### src/rtl/multicycle_alu.sv
// multicycle_alu: RV32I execute ALU with single-cycle ops, iterative shifts and valid/ready handshakes
module multicycle_alu #(
    parameter int SHIFT_STEP = 1
) (
    input  logic        clk,
    input  logic        rst,
    input  logic        in_valid,
    output logic        in_ready,
    input  logic [3:0]  alu_ctrl,
    input  logic [31:0] src_a,
    input  logic [31:0] src_b,
    output logic        out_valid,
    input  logic        out_ready,
    output logic [31:0] result,
    output logic        zero,
    output logic        illegal
);
    typedef enum logic [1:0] {IDLE, SHIFT, DONE} state_t;
    localparam logic [4:0] STEP = 5'(SHIFT_STEP);

    state_t      state_q, state_d;
    logic [31:0] res_q, res_d, alu_r, shifted;
    logic        zero_q, ill_q, ill_d, accept, is_shift;
    logic [1:0]  sop_q, sop_d;
    logic [4:0]  rem_q, rem_d, amt, n;

    assign accept   = in_valid && in_ready;
    assign n        = src_b[4:0];
    assign is_shift = alu_ctrl == 4'd2 || alu_ctrl == 4'd6 || alu_ctrl == 4'd7;
    assign amt      = rem_q < STEP ? rem_q : STEP;
    // sop_q: bit 1 selects right shift, bit 0 selects arithmetic fill
    assign shifted  = sop_q[1] ? (sop_q[0] ? 32'($signed(res_q) >>> amt) : res_q >> amt) : res_q << amt;
    assign result   = res_q;
    assign zero     = zero_q;
    assign illegal  = ill_q;

    always_comb begin
        case (alu_ctrl)
            4'd0:             alu_r = src_a + src_b;
            4'd1:             alu_r = src_a - src_b;
            4'd2, 4'd6, 4'd7: alu_r = src_a;
            4'd3:             alu_r = {31'b0, $signed(src_a) < $signed(src_b)};
            4'd4:             alu_r = {31'b0, src_a < src_b};
            4'd5:             alu_r = src_a ^ src_b;
            4'd8:             alu_r = src_a | src_b;
            4'd9:             alu_r = src_a & src_b;
            4'd10:            alu_r = src_b;
            default:          alu_r = 32'b0;
        endcase
    end

    always_comb begin
        res_d = res_q;
        ill_d = ill_q;
        sop_d = sop_q;
        rem_d = rem_q;
        if (state_q == IDLE && accept) begin
            res_d = alu_r;
            ill_d = alu_ctrl > 4'd10;
            sop_d = {alu_ctrl[2], alu_ctrl[0]};
            rem_d = is_shift ? n : 5'd0;
        end else if (state_q == SHIFT) begin
            res_d = shifted;
            rem_d = rem_q - amt;
        end
    end

    always_ff @(posedge clk) begin
        if (rst) begin
            state_q <= IDLE;
            res_q   <= 32'b0;
            zero_q  <= 1'b1;
            ill_q   <= 1'b0;
            sop_q   <= 2'b0;
            rem_q   <= 5'b0;
        end else begin
            state_q <= state_d;
            res_q   <= res_d;
            zero_q  <= res_d == 32'b0;
            ill_q   <= ill_d;
            sop_q   <= sop_d;
            rem_q   <= rem_d;
        end
    end

    always_comb begin
        state_d = state_q;
        case (state_q)
            IDLE:    state_d = accept ? (is_shift && n != 5'd0 ? SHIFT : DONE) : IDLE;
            SHIFT:   state_d = rem_q <= STEP ? DONE : SHIFT;
            DONE:    state_d = out_ready ? IDLE : DONE;
            default: state_d = IDLE;
        endcase
    end

    always_comb begin
        in_ready  = state_q == IDLE && !rst;
        out_valid = state_q == DONE;
    end
endmodule

### config.mk
export PLATFORM = sky130hd
export DESIGN_NAME = multicycle_alu
export DESIGN_NICKNAME = d
export VERILOG_FILES = /design/src/rtl/multicycle_alu.sv
export SDC_FILE = /design/constraint.sdc
export NUM_CORES = 1
export LEC_CHECK = 0
export CAP_MARGIN = 20
export CELL_PAD_IN_SITES_DETAIL_PLACEMENT = 1
export CELL_PAD_IN_SITES_GLOBAL_PLACEMENT = 1
export CORE_MARGIN = 3
export CORE_UTILIZATION = 35
export DETAILED_ROUTE_END_ITERATION = 8
export PLACE_DENSITY_LB_ADDON = 0.15
export SLEW_MARGIN = 20
export SYNTH_ARGS = -nofsm -noshare
export SYNTH_HDL_FRONTEND = slang
export SYNTH_SLANG_ARGS = --single-unit
### constraint.sdc
create_clock -name clk -period 10.9 [get_ports clk]
set_input_delay 2.725 -clock clk [delete_from_list [all_inputs] [get_ports clk]]
set_output_delay 2.725 -clock clk [all_outputs]
set_load 0.01 [all_outputs]
**Word-level counts from Yosys, hierarchy flattened**

Index checks and enable logic that the tools add are counted.

- Flip-flop bits (word level): 43
- Input bits: 72
- Output and inout port bits: 36
- Logic and storage cells: 59

- $add $sub $neg: 3
- $lt $le $gt $ge: 5
- Eq/ne operators: 12
- Shift operators: 3
- Mux-type cells: 14
- Bitwise gates (word level): 3
- Reduce and logical (&&, ||, !) cells: 13

Operators by type and width:

| operator | number |
|---|---|
| case mux 32 bit (9 select lines) | 1 |
| two-way mux 32 bit | 4 |
| less-than comparator 32 bit | 2 |
| adder 32 bit | 1 |
| bitwise AND 32 bit | 1 |
| logical NOT 32 bit | 1 |
| OR 32 bit | 1 |
| << shifter 32 x 5 -> 32 bit | 1 |
| >> shifter 32 x 5 -> 32 bit | 1 |
| >>> shifter 32 x 5 -> 32 bit | 1 |
| subtractor 32 bit | 1 |
| bitwise XOR 32 bit | 1 |
| two-way mux 5 bit | 4 |
| equality test 4 x 3 -> 1 bit, second input constant | 4 |
| equality test 4 bit, second input constant | 3 |
| equality test 4 x 2 -> 1 bit, second input constant | 2 |
| two-way mux 2 bit | 4 |
| case mux 2 bit (3 select lines) | 1 |
| less-or-equal comparator 5 x 1 -> 1 bit, second input constant | 1 |
| less-than comparator 5 x 1 -> 1 bit, second input constant | 1 |
| nonzero test 5 bit | 1 |
| subtractor 5 bit | 1 |
| equality test 4 x 1 -> 1 bit, second input constant | 1 |
| greater-than comparator 4 bit, second input constant | 1 |
| 9 further kinds | 13 |

**Logic depth before layout (Yosys ltp)**

- Word-level depth: 8
- Depth in mapped cells: 15
- Gate-level depth less buffers: 15

**Worst setup path before layout**

Ideal clock, no wire load.

- Path type: input -> output
- From: input port rst
- To: output port in_ready
- Arrival time: 3330 ps
- Data required time: 8175 ps
- Slack: 4845 ps
- Stages on the path: 3
- Buffers on the path: 2
- Cell sequence: clkbuf_1 > clkbuf_1 > nor3_1

- Word-level cells in the longest chain between the ends: 2

RTL lines:

| element | line | text |
|---|---|---|
| start: declaration | 6 | `input logic rst,` |
| logical NOT 1 bit | 97 | `in_ready = state_q == IDLE && !rst;` |
| logical AND 1 bit | 97 |  |
| end: declaration | 8 | `output logic in_ready,` |

Every way passes these cells.

**Worst setup path in the final report**

Same ends and word-level chain as after synthesis.

==> flow_summary.json <==
{
  "dieHeight_um": 162,
  "viasPerCell": 6.22,
  "dieArea_um2": 26300,
  "grt_max_degree": 44,
  "multi_input_area_um2": 6970,
  "dp.cells": 1602,
  "clock_latency_ns": 0.29,
  "worst-path-buf-inv": 3,
  "grt_pass1_wl_um": 58600,
  "vias": 10000,
  "setup_viol": 0,
  "hold_viol_final": 0,
  "dpl.hpwl_um": 29300,
  "synth.distinct_cells": 95,
  "period_share_pct": 63.1,
  "wl_um": 38600,
  "grt_use_total_pct": 28.0,
  "cp.arrival_ns": 4.15,
  "async_flop_share_pct": 0,
  "nFillCells": 2986,
  "synth_commonest_cells": "125 x nor2_1, 123 x nand2_1, 111 x a21oi_1",
  "cts.sinks": 43,
  "cpPeakStageDelay_ns": 0.49,
  "globalRoute.totalOverflow": 0,
  "skew_ns": 0.00832,
  "fmaxAchievable_mhz": 145,
  "ir_drop_v": 0.0000599,
  "syn_avg_cell_area_um2": 6.87,
  "synth_nets": 1416,
  "drc_errors": 0,
  "cts_tree": "yes",
  "start_kind": "primary input",
  "status": "finished clean",
  "synthCells": 1245,
  "cp_max_fo": 33,
  "slowest_stage": "clkdlybuf4s50_1",
  "crit_top_cell": "clkdlybuf4s50_1",
  "port_buffers": 107,
  "hold_path_class": "reg2reg",
  "ctsLongestPathBuffers": 2,
  "rows": 56,
  "worst_pin_slew_ns": 1.09,
  "final_nets": 1461,
  "pwr_density_cell_nw_per_um2": 79.1,
  "final_cells": 1610,
  "drv_slew": 0,
  "core_um2": 23800,
  "synth_largest_area_cell": "ha_1",
  "crit_chain": "clkdlybuf4s50_1, buf_4, nor3_1, clkdlybuf4s50_1",
  "ys_seq_area_share_pct": 10.1,
  "root_buffer": "clkbuf_16",
  "crit_type": "in2out",
  "synth_edf_count": 0,
  "synthTopCellsByArea": "ha_1 14%, dfxtp_1 10%, a21oi_1 6.5%",
  "cts_buffers": 5,
  "htreeDepth": 2,
  "utilization_pct": 42.1,
  "period_needed_ns": 6.88,
  "cp_top_family": "buffers and inverters",
  "seq_area_um2": 862,
  "routedWlPerCell_um": 24.0,
  "ant_nets": 0,
  "netlist.area_leader.share_pct": 14.2,
  "antenna_cells": 0,
  "holdBufCountCts": 0,
  "relSlewSlack_pct": 27.4,
  "post_cts_buffers": 0,
  "max_cap_violations": 0,
  "p_leak_nw": 3.94,
  "setup_tns_ns": 0,
  "num_io_pins": 108,
  "yosysWarnings": 0,
  "synth.most_common_cell": "nor2_1",
  "gp_congestion": 0.946,
  "drtPass1Iterations": 5,
  "area_growth_pct": 16.9,
  "ys.flop_type": "dfxtp_1",
  "endpoint_kind": "output port",
  "cts.repair.resized": 0,
  "cts.clk_slew.worst_paths_ns": 0.06,
  "start_util_pct": 36.0,
  "grt_pass1_vias": 9705,
  "drive_above_1_share_pct": 5.34,
  "dr.first_iter.drc_count": 920,
  "rsz0062_at_grt": "no",
  "antenna_found_initial": 0,
  "cp.required_ns": 8.18,
  "netlist_area_um2": 8550,
  "synth_seq_cells": 43,
  "die_x_um": 162
}
## final timing paths
path | startpoint | to | slack [ns] | cells after the start
setup / recovery | rst | in_ready | 4.02 | 4
setup reg to reg | state_q[0] | zero | 7.43 | 13
hold / removal | sop_q[0] | sop_q[0] | 0.47 | 2
hold reg to reg | sop_q[0] | sop_q[0] | 0.47 | 2
## per-layer routing
metal	global-route usage, %	up-vias	share of wire [%]
met5	0	-	0
met4	6.01	0	2.4
met3	2.19	55	5.3
met2	47.7	338	47
met1	38.6	4972	45
li1	-	4652	-
## metrics by stage
step                      hold slack [ns]  power (mW)  instance area (µm²)  setup slack [ns]
after global placement              0.446       0.603                 9830              3.85
after detailed placement            0.461       0.606                 9830              3.79
final                               0.472       0.791                10000              4.02
after global routing                0.508       0.834                10000              3.84
after floorplan                     0.436       0.452                 8550              4.84
after CTS                           0.469       0.786                10000              4.01
## registers in the layout, indices dropped and copies added (netlist names)
signal / cells
state_q: 2
illegal: 1
sop_q: 2
zero: 1
result: 32
rem_q: 5
## worst register-to-register path: stages, from the launching register on
cell and delay (ns):
dfxtp_1 0.53, nor4b_4 0.09, buf_4 0.25, o21ai_2 0.28
buf_4 0.39, nor3_1 0.09, o21ai_0 0.10, nand3b_1 0.13
nor4_1 0.31, and4_1 0.30, nand4_1 0.14, and4bb_1 0.33
nand4_1 0.13, o41ai_2 0.32
## cells in the final DEF (no fill, tap or decap), types with 13 or more instances in the layout
master,synthesis,final
xnor2_1,23,23
o31ai_1,14,14
a21o_1,15,15
nand3_1,25,25
inv_1,100,100
nor2b_1,18,18
a22oi_1,17,17
a21oi_1,111,110
a221oi_1,13,13
mux2i_1,34,34
buf_4,8,20
clkdlybuf4s50_1,0,107
ha_1,97,97
nand2_1,123,123
nand2b_1,13,13
dfxtp_1,43,42
o21ai_0,63,63
and2_1,14,14
a211oi_1,32,32
o211ai_1,25,25
nor3_1,25,24
nand4_1,14,14
nor4_1,15,14
nor2_1,125,125
## cell families after synthesis
logic type,Yosys count,synth area share (%)
flops,43,10.1
buf+inv,189,9.16
simple gates,421,23.7
fa+ha+maj,99,14.7
mux,34,3.98
compound gates,433,35.7
xor+xnor,26,2.66
## cell type report
cell class | count | share of cell area, %
timing repair buffer | 127 | 12.2
inverter | 100 | 3.75
tap | 319 | 3.99
multi-input combinational | 1013 | 69.7
clock buffer | 5 | 1.25
sequential | 43 | 8.62
clock inverter | 3 | 0.463
## power breakdown
group	leakage, nW	switching (mW)	internal [mW]
Sequential	0.350	0.0131	0.165
Clock	0.0804	0.0693	0.109
Combinational	3.51	0.268	0.167
Total	3.94	0.350	0.441
Power figures use the tool's default switching activity.
